`src/rtl/lfsr_pkg.sv`:
```
// Shared definitions for the LFSR sequencer: shifter opcodes, FSM states, feedback taps.
package lfsr_pkg;

  localparam logic [2:0] OP_HOLD = 3'b000;
  localparam logic [2:0] OP_LOAD = 3'b001;
  localparam logic [2:0] OP_STEP = 3'b101;

  // Taps 4,3,2,0 of the low five register bits
  localparam logic [4:0] TAP_MASK = 5'b11101;

  typedef enum logic [1:0] {
    IDLE = 2'd0,
    LOAD = 2'd1,
    RUN  = 2'd2,
    DONE = 2'd3
  } state_t;

  function automatic logic lfsr_fb(input logic [4:0] low_bits);
    return ^(low_bits & TAP_MASK);
  endfunction

endpackage

```
`src/rtl/lfsr_presc.sv`:
```
// Step-rate prescaler: tick is high on the last of every PRESC cycles; clr restarts the count.
module lfsr_presc #(
  parameter int PRESC = 4
) (
  input  logic clk,
  input  logic rst,
  input  logic clr,
  output logic tick
);

  localparam int CW = (PRESC > 1) ? $clog2(PRESC) : 1;
  localparam logic [CW-1:0] LAST = CW'(PRESC - 1);

  logic [CW-1:0] cnt_reg;

  assign tick = (cnt_reg == LAST);

  always_ff @(posedge clk or posedge rst) begin
    if (rst) begin
      cnt_reg <= '0;
    end else if (clr || tick) begin
      cnt_reg <= '0;
    end else begin
      cnt_reg <= cnt_reg + 1'b1;
    end
  end

endmodule

```
`src/rtl/lfsr_seq_ctrl.sv`:
```
// Seeds the shared shifter and steps it as an LFSR at a prescaled rate, with start/busy/done/abort.
// Define LFSR_ZERO_GUARD_EN to reload SEED_DEFAULT instead of stepping an all-zero register.
module lfsr_seq_ctrl
  import lfsr_pkg::*;
#(
  parameter int                    DATA_WIDTH   = 8,
  parameter int                    CNT_WIDTH    = 16,
  parameter int                    PRESC        = 4,
  parameter logic [DATA_WIDTH-1:0] SEED_DEFAULT = 'h01
) (
  input  logic                  clk,
  input  logic                  rst,
  input  logic                  start,
  input  logic [DATA_WIDTH-1:0] seed,
  input  logic [CNT_WIDTH-1:0]  steps,
  input  logic                  free_run,
  input  logic                  abort,
  input  logic [DATA_WIDTH-1:0] reg_data,
  output logic [2:0]            op,
  output logic [DATA_WIDTH-1:0] set,
  output logic                  busy,
  output logic                  done
);

`ifdef LFSR_ZERO_GUARD_EN
  localparam bit ZERO_GUARD = 1'b1;
`else
  localparam bit ZERO_GUARD = 1'b0;
`endif

  state_t                state_reg, state_next;
  logic [DATA_WIDTH-1:0] seed_reg;
  logic [CNT_WIDTH-1:0]  remaining_reg;
  logic                  free_reg;
  logic                  tick;
  logic                  fb;
  logic                  reg_zero;
  logic                  presc_clr;

  assign fb        = lfsr_fb(reg_data[4:0]);
  assign reg_zero  = (reg_data == '0);
  // Holding the prescaler clear outside RUN makes every run start its count from zero
  assign presc_clr = (state_reg != RUN);

  lfsr_presc #(
    .PRESC(PRESC)
  ) u_presc (
    .clk  (clk),
    .rst  (rst),
    .clr  (presc_clr),
    .tick (tick)
  );

  always_ff @(posedge clk or posedge rst) begin
    if (rst) begin
      state_reg <= IDLE;
    end else begin
      state_reg <= state_next;
    end
  end

  always_ff @(posedge clk or posedge rst) begin
    if (rst) begin
      seed_reg      <= '0;
      remaining_reg <= '0;
      free_reg      <= 1'b0;
    end else begin
      if (state_reg == IDLE && start && !abort) begin
        seed_reg      <= seed;
        remaining_reg <= steps;
        free_reg      <= free_run;
      end else if (state_reg == RUN && tick && !abort && !free_reg
                   && remaining_reg != '0) begin
        remaining_reg <= remaining_reg - 1'b1;
      end
    end
  end

  always_comb begin
    state_next = state_reg;
    case (state_reg)
      IDLE: begin
        if (start && !abort) begin
          state_next = LOAD;
        end
      end
      LOAD: begin
        if (abort) begin
          state_next = IDLE;
        end else if (remaining_reg == '0 && !free_reg) begin
          state_next = DONE;
        end else begin
          state_next = RUN;
        end
      end
      RUN: begin
        if (abort) begin
          state_next = IDLE;
        end else if (tick && !free_reg && remaining_reg == CNT_WIDTH'(1)) begin
          state_next = DONE;
        end
      end
      DONE: begin
        state_next = IDLE;
      end
      default: begin
        state_next = IDLE;
      end
    endcase
  end

  always_comb begin
    op   = OP_HOLD;
    set  = '0;
    done = 1'b0;
    busy = (state_reg != IDLE);
    case (state_reg)
      LOAD: begin
        if (!abort) begin
          op  = OP_LOAD;
          set = seed_reg;
        end
      end
      RUN: begin
        if (tick && !abort) begin
          if (ZERO_GUARD && reg_zero) begin
            op  = OP_LOAD;
            set = SEED_DEFAULT;
          end else begin
            op  = OP_STEP;
            set = {{(DATA_WIDTH-1){1'b0}}, fb};
          end
        end
      end
      DONE: begin
        done = !abort;
      end
      default: begin
        op = OP_HOLD;
      end
    endcase
  end

endmodule

```
`config.mk`:
```
export PLATFORM = sky130hd
export DESIGN_NAME = lfsr_seq_ctrl
export DESIGN_NICKNAME = d
export VERILOG_FILES = /design/src/rtl/lfsr_pkg.sv /design/src/rtl/lfsr_presc.sv /design/src/rtl/lfsr_seq_ctrl.sv
export SDC_FILE = /design/constraint.sdc
export NUM_CORES = 1
export LEC_CHECK = 0
export BUFFER_PORTS_ARGS = -buffer_cell sky130_fd_sc_hd__buf_2
export CAP_MARGIN = 20
export CORE_UTILIZATION = 40
export CTS_CLUSTER_DIAMETER = 80
export DETAILED_ROUTE_END_ITERATION = 12
export SETUP_SLACK_MARGIN = 0.1
export SYNTH_ARGS = -nofsm -noshare
export SYNTH_HDL_FRONTEND = slang
export SYNTH_SLANG_ARGS = --single-unit
export TNS_END_PERCENT = 20
```
`constraint.sdc`:
```
create_clock -name clk -period 5.69 [get_ports clk]
set_input_delay 0.2845 -clock clk [delete_from_list [all_inputs] [get_ports clk]]
set_output_delay 0.2845 -clock clk [all_outputs]
set_load 0.02 [all_outputs]
```
# Yosys cells after proc, flatten, opt, wreduce, memory -nomap -nowiden
# Index checks and enable logic that the tools add are counted.
[classes]
reduce_logical = 21
muxes = 16
eq_ne = 8
n_addsub = 2
[ops]
columns = ["op", "n"]
rows = [
  ["16-bit 2-to-1 mux", 2],
  ["16-bit by 1-bit equality test with 1-bit output, second input constant", 1],
  ["16-bit logical NOT", 1],
  ["8-bit one-hot mux with 2 select lines", 1],
  ["16-bit nonzero test", 1],
  ["16-bit by 1-bit subtractor with 16-bit output, second input constant", 1],
  ["1-bit logical AND", 11],
  ["2-bit 2-to-1 mux", 5],
  ["8-bit 2-to-1 mux", 1],
  ["2-bit one-hot mux with 4 select lines", 1],
  ["2-bit equality test, second input constant", 3],
  ["3-bit one-hot mux with 2 select lines", 1],
  ["5-bit parity", 1],
  ["1-bit 2-to-1 mux", 4],
  ["2-bit nonzero test", 2],
  ["3-bit 2-to-1 mux", 1],
  ["3-bit by 2-bit != test with 1-bit output, second input constant", 1],
  ["2-bit by 1-bit adder with 2-bit output, second input constant", 1],
  ["2-bit by 1-bit equality test with 1-bit output, second input constant", 1],
  ["1-bit logical NOT", 2],
  ["2-bit logical NOT", 1],
  ["2-bit by 1-bit != test with 1-bit output, second input constant", 1],
  ["2-bit != test, second input constant", 1],
  ["2-bit AND reduction", 1],
  ["1-bit logical OR", 1],
]
[totals]
wordCells = 52
register_bits = 29
out_inout_bits = 13
in_bits = 37

# Depth between registers and ports, before layout
# Gate-level depths: netlist (run 1).
[depth]
ltp_word = 7
depth_mapped = 8
mapped_depth_nobuf = 7

# Hierarchy
# A second synthesis (run 1) with hierarchy kept.
[hier_totals]
hier_cells = 214
area_unflattened_um2 = 1860.5
[modules_own_cells]
columns = ["mod", "area_per_inst_um2", "cells_per_inst", "instances"]
rows = [
  ["lfsr_seq_ctrl", 1771.7, 208, 1],
  ["lfsr_presc", 88.8, 6, 1],
]

# Worst setup path after synthesis (run 1)
# No wires, ideal clock.
[synth_path]
path_kind = "reg2reg"
startpoint = "reg remaining_reg[0]"
endpoint = "reg remaining_reg[15]"
arrival_ns = 1.943
path_slack_ns = 3.622
period_less_slack_ns = 2.068
path_stages_with_launch = 9
n_path_buf = 1
cell_sequence = "dfrtp_1 > inv_1 > ha_1 > or3b_1 > buf_6 > or4_4 > nand4_2 > xnor2_1 > mux2_4"
[synth_between]
elab_chain_cells = 3
word_cells_on_any_way = 6
cone_classes = "1 x add/sub; 2 x mux; 3 x reduce/logical"
[synth_lines]
columns = ["item", "line_no", "rtl"]
rows = [
  ["start: declaration", "lfsr_seq_ctrl.sv:33", "logic [CNT_WIDTH-1:0] remaining_reg;"],
  ["start signal: assignment", "lfsr_seq_ctrl.sv:70", "remaining_reg <= steps;"],
  ["start signal: assignment", "lfsr_seq_ctrl.sv:74", "remaining_reg <= remaining_reg - 1'b1;"],
  ["16-bit by 1-bit subtractor with 16-bit output / 16-bit nonzero test (equally long branches)", "lfsr_seq_ctrl.sv:74, lfsr_seq_ctrl.sv:73", ""],
  ["16-bit 2-to-1 mux / 1-bit logical AND (equally long branches)", "lfsr_seq_ctrl.sv:72, lfsr_seq_ctrl.sv:73", ""],
  ["16-bit 2-to-1 mux / 2-bit nonzero test (equally long branches)", "-", ""],
]
# Parallel ways exist; a longest one is shown, timed or not. The select of a mux whose other input is x is not followed.
# A chain may end at the register's enable or synchronous reset.

# Worst setup path in the final report (run 1)
# Ends and elaborated chain as after synthesis.

==> results_dict.tcl, run 1 <==
set metrics [dict create \
    ys_types 46 \
    power_density_nw_per_um2 405.5 \
    routed.top_layer "met4" \
    grt_overflow 0 \
    finClkSkew_ps 3.992 \
    synth_cells 200 \
    drc 0 \
    cts_htree_levels 2 \
    cts_hold_buffers 0 \
    grt_pass1_wl_um 6423 \
    synth_top_flop_cell "dfrtp_1" \
    wl_met3_um 152 \
    diodes 0 \
    largest_reg_flops 16 \
    initial_core_util 0.4302 \
    r2r_end "remaining_reg[15]" \
    routed_wl_um 3854 \
    synth-edff-count 0 \
    status "finished clean" \
    grt_pass1_vias 1420 \
    rsz0062_at_grt "false" \
    drt_pass1_iterations 4 \
    synth_seq_area_share 0.4099 \
    period_needed_ps 2249 \
    p_total_uw 856.9 \
    cts_root_buf "clkbuf_8" \
    async_flop_share 1.000 \
    tns_ps 0 \
    worst_setup_path_start_kind "flip-flop" \
    critPathRequiredTime_ps 5860 \
    place_area_um2 2027 \
    finalSetupViolCount 0 \
    avgSynthCellArea_um2 8.852 \
    yosysWarnings 0 \
    postCtsSetupBuffers 0 \
    cts_sinks 29 \
    final_cell_mix "buf_2, nand2_1, dfrtp_1, nor2_1" \
    avgViaCountPerCell 5.068 \
    synth_fp_nets 245 \
    clk_latency_ps 280 \
    dieArea_um2 4696 \
    crit_type "reg -> reg" \
    r2r-start "remaining_reg[0]" \
    max_cap_violations 0 \
    end_kind "flip-flop" \
    relSlewSlack 0.5413 \
    grt_max_degree 33 \
    hpwlAfterDp_um 2680 \
    routedLengthMet1_um 1865 \
    wl_met2_um 1773 \
    track_usage 0.1899 \
    postRouteAntennaNets 0 \
    io_pins 50 \
    mostFrequentLayoutCell "buf_2" \
    clockBufferDepth 2 \
    cts_resized 0 \
    dieWidth_um 68.53 \
    cp_max_fo 9 \
    cts_tree "done" \
    cts_made_buffers 5 \
    worst_slew_pin_slew_ps 688.1 \
    period_share 0.3953 \
    ir_worst_vdd_v 0.0001686 \
    reg2reg_slack_ps 3440 \
    p_leak_nw 0.9998 \
    hp-class "in -> async" \
    port_buffers 44 \
    drt_iter0_markers 78 \
    path_clk_slew_ps 70 \
    drive_gt1_frac 0.2520 \
    reg2reg_depth 7 \
    netlist_area_um2 1770 \
    fin_area_um2 2113 \
    ys_seq_elements 29 \
    coreArea_um2 4115 \
    arrival_ps 2420 \
    fmaxAchievable_ghz 0.4446 \
    hold_viol_final 0 \
    stdcell_count 296 \
    post-place-cells 288 \
    drv_slew 0 \
    wire_per_inst_um 13.02 \
    gp_congestion 0.8409 \
    grt_antenna_before_repair 0 \
    dr_total_vias 1500 \
    die_h_um 68.53 \
    num_rows 23 \
    layout.nets 290 \
    area_growth_pct 19.36 \
    hold-worst-slack_ps 66.92 \
]
[where the power goes]
part / internal, mW / switching, mW
Clock: 0.0842 / 0.0834
Combinational: 0.137 / 0.165
Sequential: 0.299 / 0.0884
[logic make-up (layout without fill, tap and decap cells)]
family,after synthesis,after routing,synth area share
other,1,1,0.002118
AND/OR/NAND/NOR,99,99,0.3025
adder cells (fa/ha/maj),8,8,0.05654
flip-flops,29,29,0.4099
multiplexers,2,2,0.01413
buffers and inverters,16,62,0.04028
XOR/XNOR,13,13,0.06431
AO/OA/AOI/OAI,32,32,0.1102
[worst max path at each step]
stage / start / end / slack [ps] / cells after the start
3_3_place_gp: remaining_reg[0] / remaining_reg[12] / 3460 / 7
3_5_place_dp: remaining_reg[0] / remaining_reg[12] / 3450 / 7
5_1_grt: state_reg[0] / remaining_reg[15] / 3290 / 7
6_report: remaining_reg[0] / remaining_reg[15] / 3440 / 7
4_1_cts: remaining_reg[0] / remaining_reg[12] / 3430 / 7
2_1_floorplan: remaining_reg[0] / remaining_reg[15] / 3620 / 8
[stage by stage]
step	setup WS (ps)	utilization
3_3_place_gp	3456	0.4926
3_5_place_dp	3449	0.4926
4_1_cts	3429	0.5135
5_1_grt	3288	0.5135
6_report	3441	0.5135
2_1_floorplan	3622	-
[cell type report]
cell class                      instances  area, µm²
Tap cell                               50      62.56
Timing Repair Buffer                   46      235.2
Sequential cell                        29      725.7
Fill cell                             417       2002
Multi-Input combinational cell        155      973.4
Inverter                                8      30.03
Clock buffer                            5      68.82
Clock inverter                          3      17.52
[routing by layer]
| metal | up-vias | track usage |
|---|---|---|
| met5 | - | 0 |
| met4 | 0 | 0.07813 |
| met3 | 6 | 0.03947 |
| met2 | 33 | 0.3125 |
| met1 | 686 | 0.2405 |
| li1 | 775 | - |
[Yosys cell counts, drive strengths merged (2+ instances only)]
library cell	count	area [µm²]
clkbuf	6	22.52
nand3b	2	15.01
and2	8	50.05
nor3	4	20.02
o211ai	2	15.01
nand2	36	135.1
xnor2	5	43.79
nand4	4	37.53
ha	8	100.1
a31oi	5	31.28
nor2b	2	12.51
xor2	8	70.07
nor4	2	27.53
and3	2	12.51
nand3	7	35.03
nor2	19	78.82
a21oi	8	43.79
dfrtp	29	725.7
o21ai	12	60.06
inv	8	30.03
or4	4	33.78
buf	2	18.77
[critical path, cell delays in order (launching register included)]
cell     delay (ps)
dfrtp_1         420
inv_1           100
ha_1            170
or3b_1          530
or4_4           490
nand4_2         110
xnor2_1          70
mux2_4          250
Power figures use the tool's default switching activity.
==> run 2: changes to the inputs <==
--- a/config.mk
+++ b/config.mk
@@ -5,6 +5,7 @@
 export SDC_FILE = /design/constraint.sdc
 export NUM_CORES = 1
 export LEC_CHECK = 0
+export ABC_AREA = 1
 export BUFFER_PORTS_ARGS = -buffer_cell sky130_fd_sc_hd__buf_2
 export CAP_MARGIN = 20
 export CORE_UTILIZATION = 40
==> constraint.sdc (replaced) <==
create_clock -name clk -period 2.25 [get_ports clk]
set_input_delay 0.1125 -clock clk [delete_from_list [all_inputs] [get_ports clk]]
set_output_delay 0.1125 -clock clk [all_outputs]
set_load 0.02 [all_outputs]
==> results_dict.tcl, run 2 <==
set metrics [dict create \
    status "finished clean" \
    synth_fp_nets 341 \
    synth_seq_area_share 0.3440 \
    num_rows 26 \
    end_kind "output pin" \
    synth_top_flop_cell "dfrtp_1" \
    layout.nets 388 \
    crit_type "reg -> out" \
    io_pins 50 \
    utilization 0.4880 \
    port_buffers 44 \
    nFillCells 533 \
    multi_input_area_um2 1190 \
    clockBufferDepth 2 \
    r2r_end "remaining_reg[10]" \
    postRouteAntennaNets 0 \
    ys_seq_elements 29 \
    mostFrequentLayoutCell "nand2_1" \
    hold-worst-slack_ps 40.41 \
    arrival_ps 1890 \
    drt_iter0_markers 97 \
    finClkSkew_ps 4.612 \
    drv_slew 0 \
    tns_ps 0 \
    cts_made_buffers 5 \
    cpMostUsedCell "inv_1" \
    crit_path_end "set[0]" \
    grt_pass1_wl_um 7866 \
    grt_pass1_vias 1797 \
    cp-startpoint "state_reg[1]" \
    cts_root_buf "clkbuf_8" \
    grt_antenna_before_repair 0 \
    clk_latency_ps 280 \
    cts_sinks 29 \
    hp-class "in -> reg" \
    netlist.area_leader.share 0.3440 \
    layout_setup_ws_ps 252.2 \
    grt_overflow 0 \
    reg2reg_depth 10 \
    hold_viol_final 0 \
    drc 0 \
    synthMostInstantiatedCell "nand2_1" \
    synth_cells 296 \
    reg2reg_slack_ps 320 \
    period_needed_ps 1998 \
    dieWidth_um 74.62 \
    crit_path_cell_trace "inv_1, ha_1, inv_1, or2_2, or2_4, o22ai_1, buf_2" \
    routed_wl_um 4628 \
    ys_types 35 \
    synth-edff-count 0 \
    p_leak_nw 1.289 \
    die_h_um 74.62 \
    async_flop_share 1.000 \
    stdcell_count 414 \
    place_area_um2 2379 \
    finalSetupViolCount 0 \
    max_cap_violations 0 \
    grt_max_degree 30 \
    p_total_mw 2.626 \
    cp_max_fo 8 \
    area_growth_pct 18.15 \
    path_clk_slew_ps 60 \
    avgSynthCellArea_um2 7.127 \
    worstHoldStart "free_run" \
    initial_core_util 0.4130 \
    yosys-top-cells-area "dfrtp_1, nand2_1, nor2_1" \
    track_usage 0.1875 \
    gp_congestion 0.8615 \
    cpMaxStageDelayCell "dfrtp_1" \
    hpwlAfterDp_um 3482 \
    cts_htree_levels 2 \
    r2r-start "state_reg[0]" \
    postCtsSetupBuffers 0 \
    diodes 0 \
    coreArea_um2 5107 \
    synth_top_area_cell "dfrtp_1" \
    dp_slack_ps 314.7 \
    critPathRequiredTime_ps 2140 \
    period_share 0.8879 \
    dieArea_um2 5568 \
    rsz0062_at_grt "false" \
    drive_gt1_frac 0.2587 \
    yosysWarnings 0 \
    drt_pass1_iterations 4 \
    fin_area_um2 2492 \
    seq_area_um2 725.7 \
    ys_top_cells_by_count "nand2_1, nor2_1, inv_1, dfrtp_1, nand3_1" \
    final_cell_mix "nand2_1, buf_2, nor2_1, inv_1, dfrtp_1" \
    wire_per_inst_um 11.18 \
    fmaxAchievable_ghz 0.5005 \
    avgViaCountPerCell 4.635 \
    largest_reg_flops 16 \
    post-place-cells 405 \
    worst_setup_path_start_kind "flip-flop" \
    ir_worst_vdd_v 0.0003856 \
    netlist_area_um2 2110 \
    cpPeakStageDelay_ps 410 \
    dr_total_vias 1919 \
    power_density_nw_per_um2 1054 \
    cts_tree "done" \
]
run 2: cell count changes in the layout (fill, tap and decap cells not counted), sizes merged, moves of 5 or more:
cell / before / now
nor2: 19 / 48
xor2: 8 / 2
a31oi: 5 / 0
nand2: 36 / 102
o21ai: 12 / 21
inv: 8 / 34
and2: 8 / 0
nand3: 7 / 16
run 2: layout make-up:
cell class | instances | share of cell area
multi-input combinational | 224 | 0.4774
sequential | 29 | 0.2912
timing repair buffer | 49 | 0.1044
inverter | 34 | 0.05120
clock buffer | 7 | 0.03865
tap | 70 | 0.03514
clock inverter | 1 | 0.002008
run 2: what timing repair did:
| item | in CTS | in global routing |
|---|---|---|
| endpoints found under the hold margin | 29 | 0 |
| hold buffers | 1 | 0 |
| gates resized for setup | 0 | 1 |
| setup endpoints to repair | 0 | 1 |
run 2: kinds of logic after synthesis:
kind of cell / Yosys count / synth area share
simple gates: 177 / 0.3832
compound gates: 33 / 0.1085
xor+xnor: 3 / 0.01246
fa+ha+maj: 8 / 0.04745
other cells: 1 / 0.001778
buf+inv: 43 / 0.09312
mux: 2 / 0.009490
flops: 29 / 0.3440
run 2: worst min path at each step:
stage / to / slack (ps) / cells after the start
floorplan: free_reg / 190 / 1
global placement: u_presc.cnt_reg[0] / 210 / 3
detailed placement: u_presc.cnt_reg[0] / 220 / 3
CTS: free_reg / 30 / 3
global route: free_reg / 60 / 3
finish: free_reg / 40 / 3
run 2: power by group:
part	switching (mW)	total, mW	internal, mW
logic	0.749	1.20	0.456
clock network	0.205	0.481	0.276
registers	0.197	0.940	0.743
run 2: worst max-delay path: cells and delay by family (launching register included):
| family | cells | cell delay, ps |
|---|---|---|
| AO/OA/AOI/OAI | 1 | 150 |
| adder cells (fa/ha/maj) | 1 | 140 |
| AND/OR/NAND/NOR | 2 | 570 |
| flip-flops | 1 | 410 |
| buffers and inverters | 3 | 330 |
run 2: routing by layer:
| layer | routed length, µm | track usage | vias up |
|---|---|---|---|
| li1 | - | - | 1013 |
| met1 | 2355 | 0.2446 | 851 |
| met2 | 2001 | 0.3103 | 48 |
| met3 | 195 | 0.03079 | 7 |
| met4 | 75 | 0.07547 | 0 |
| met5 | 0 | 0 | - |
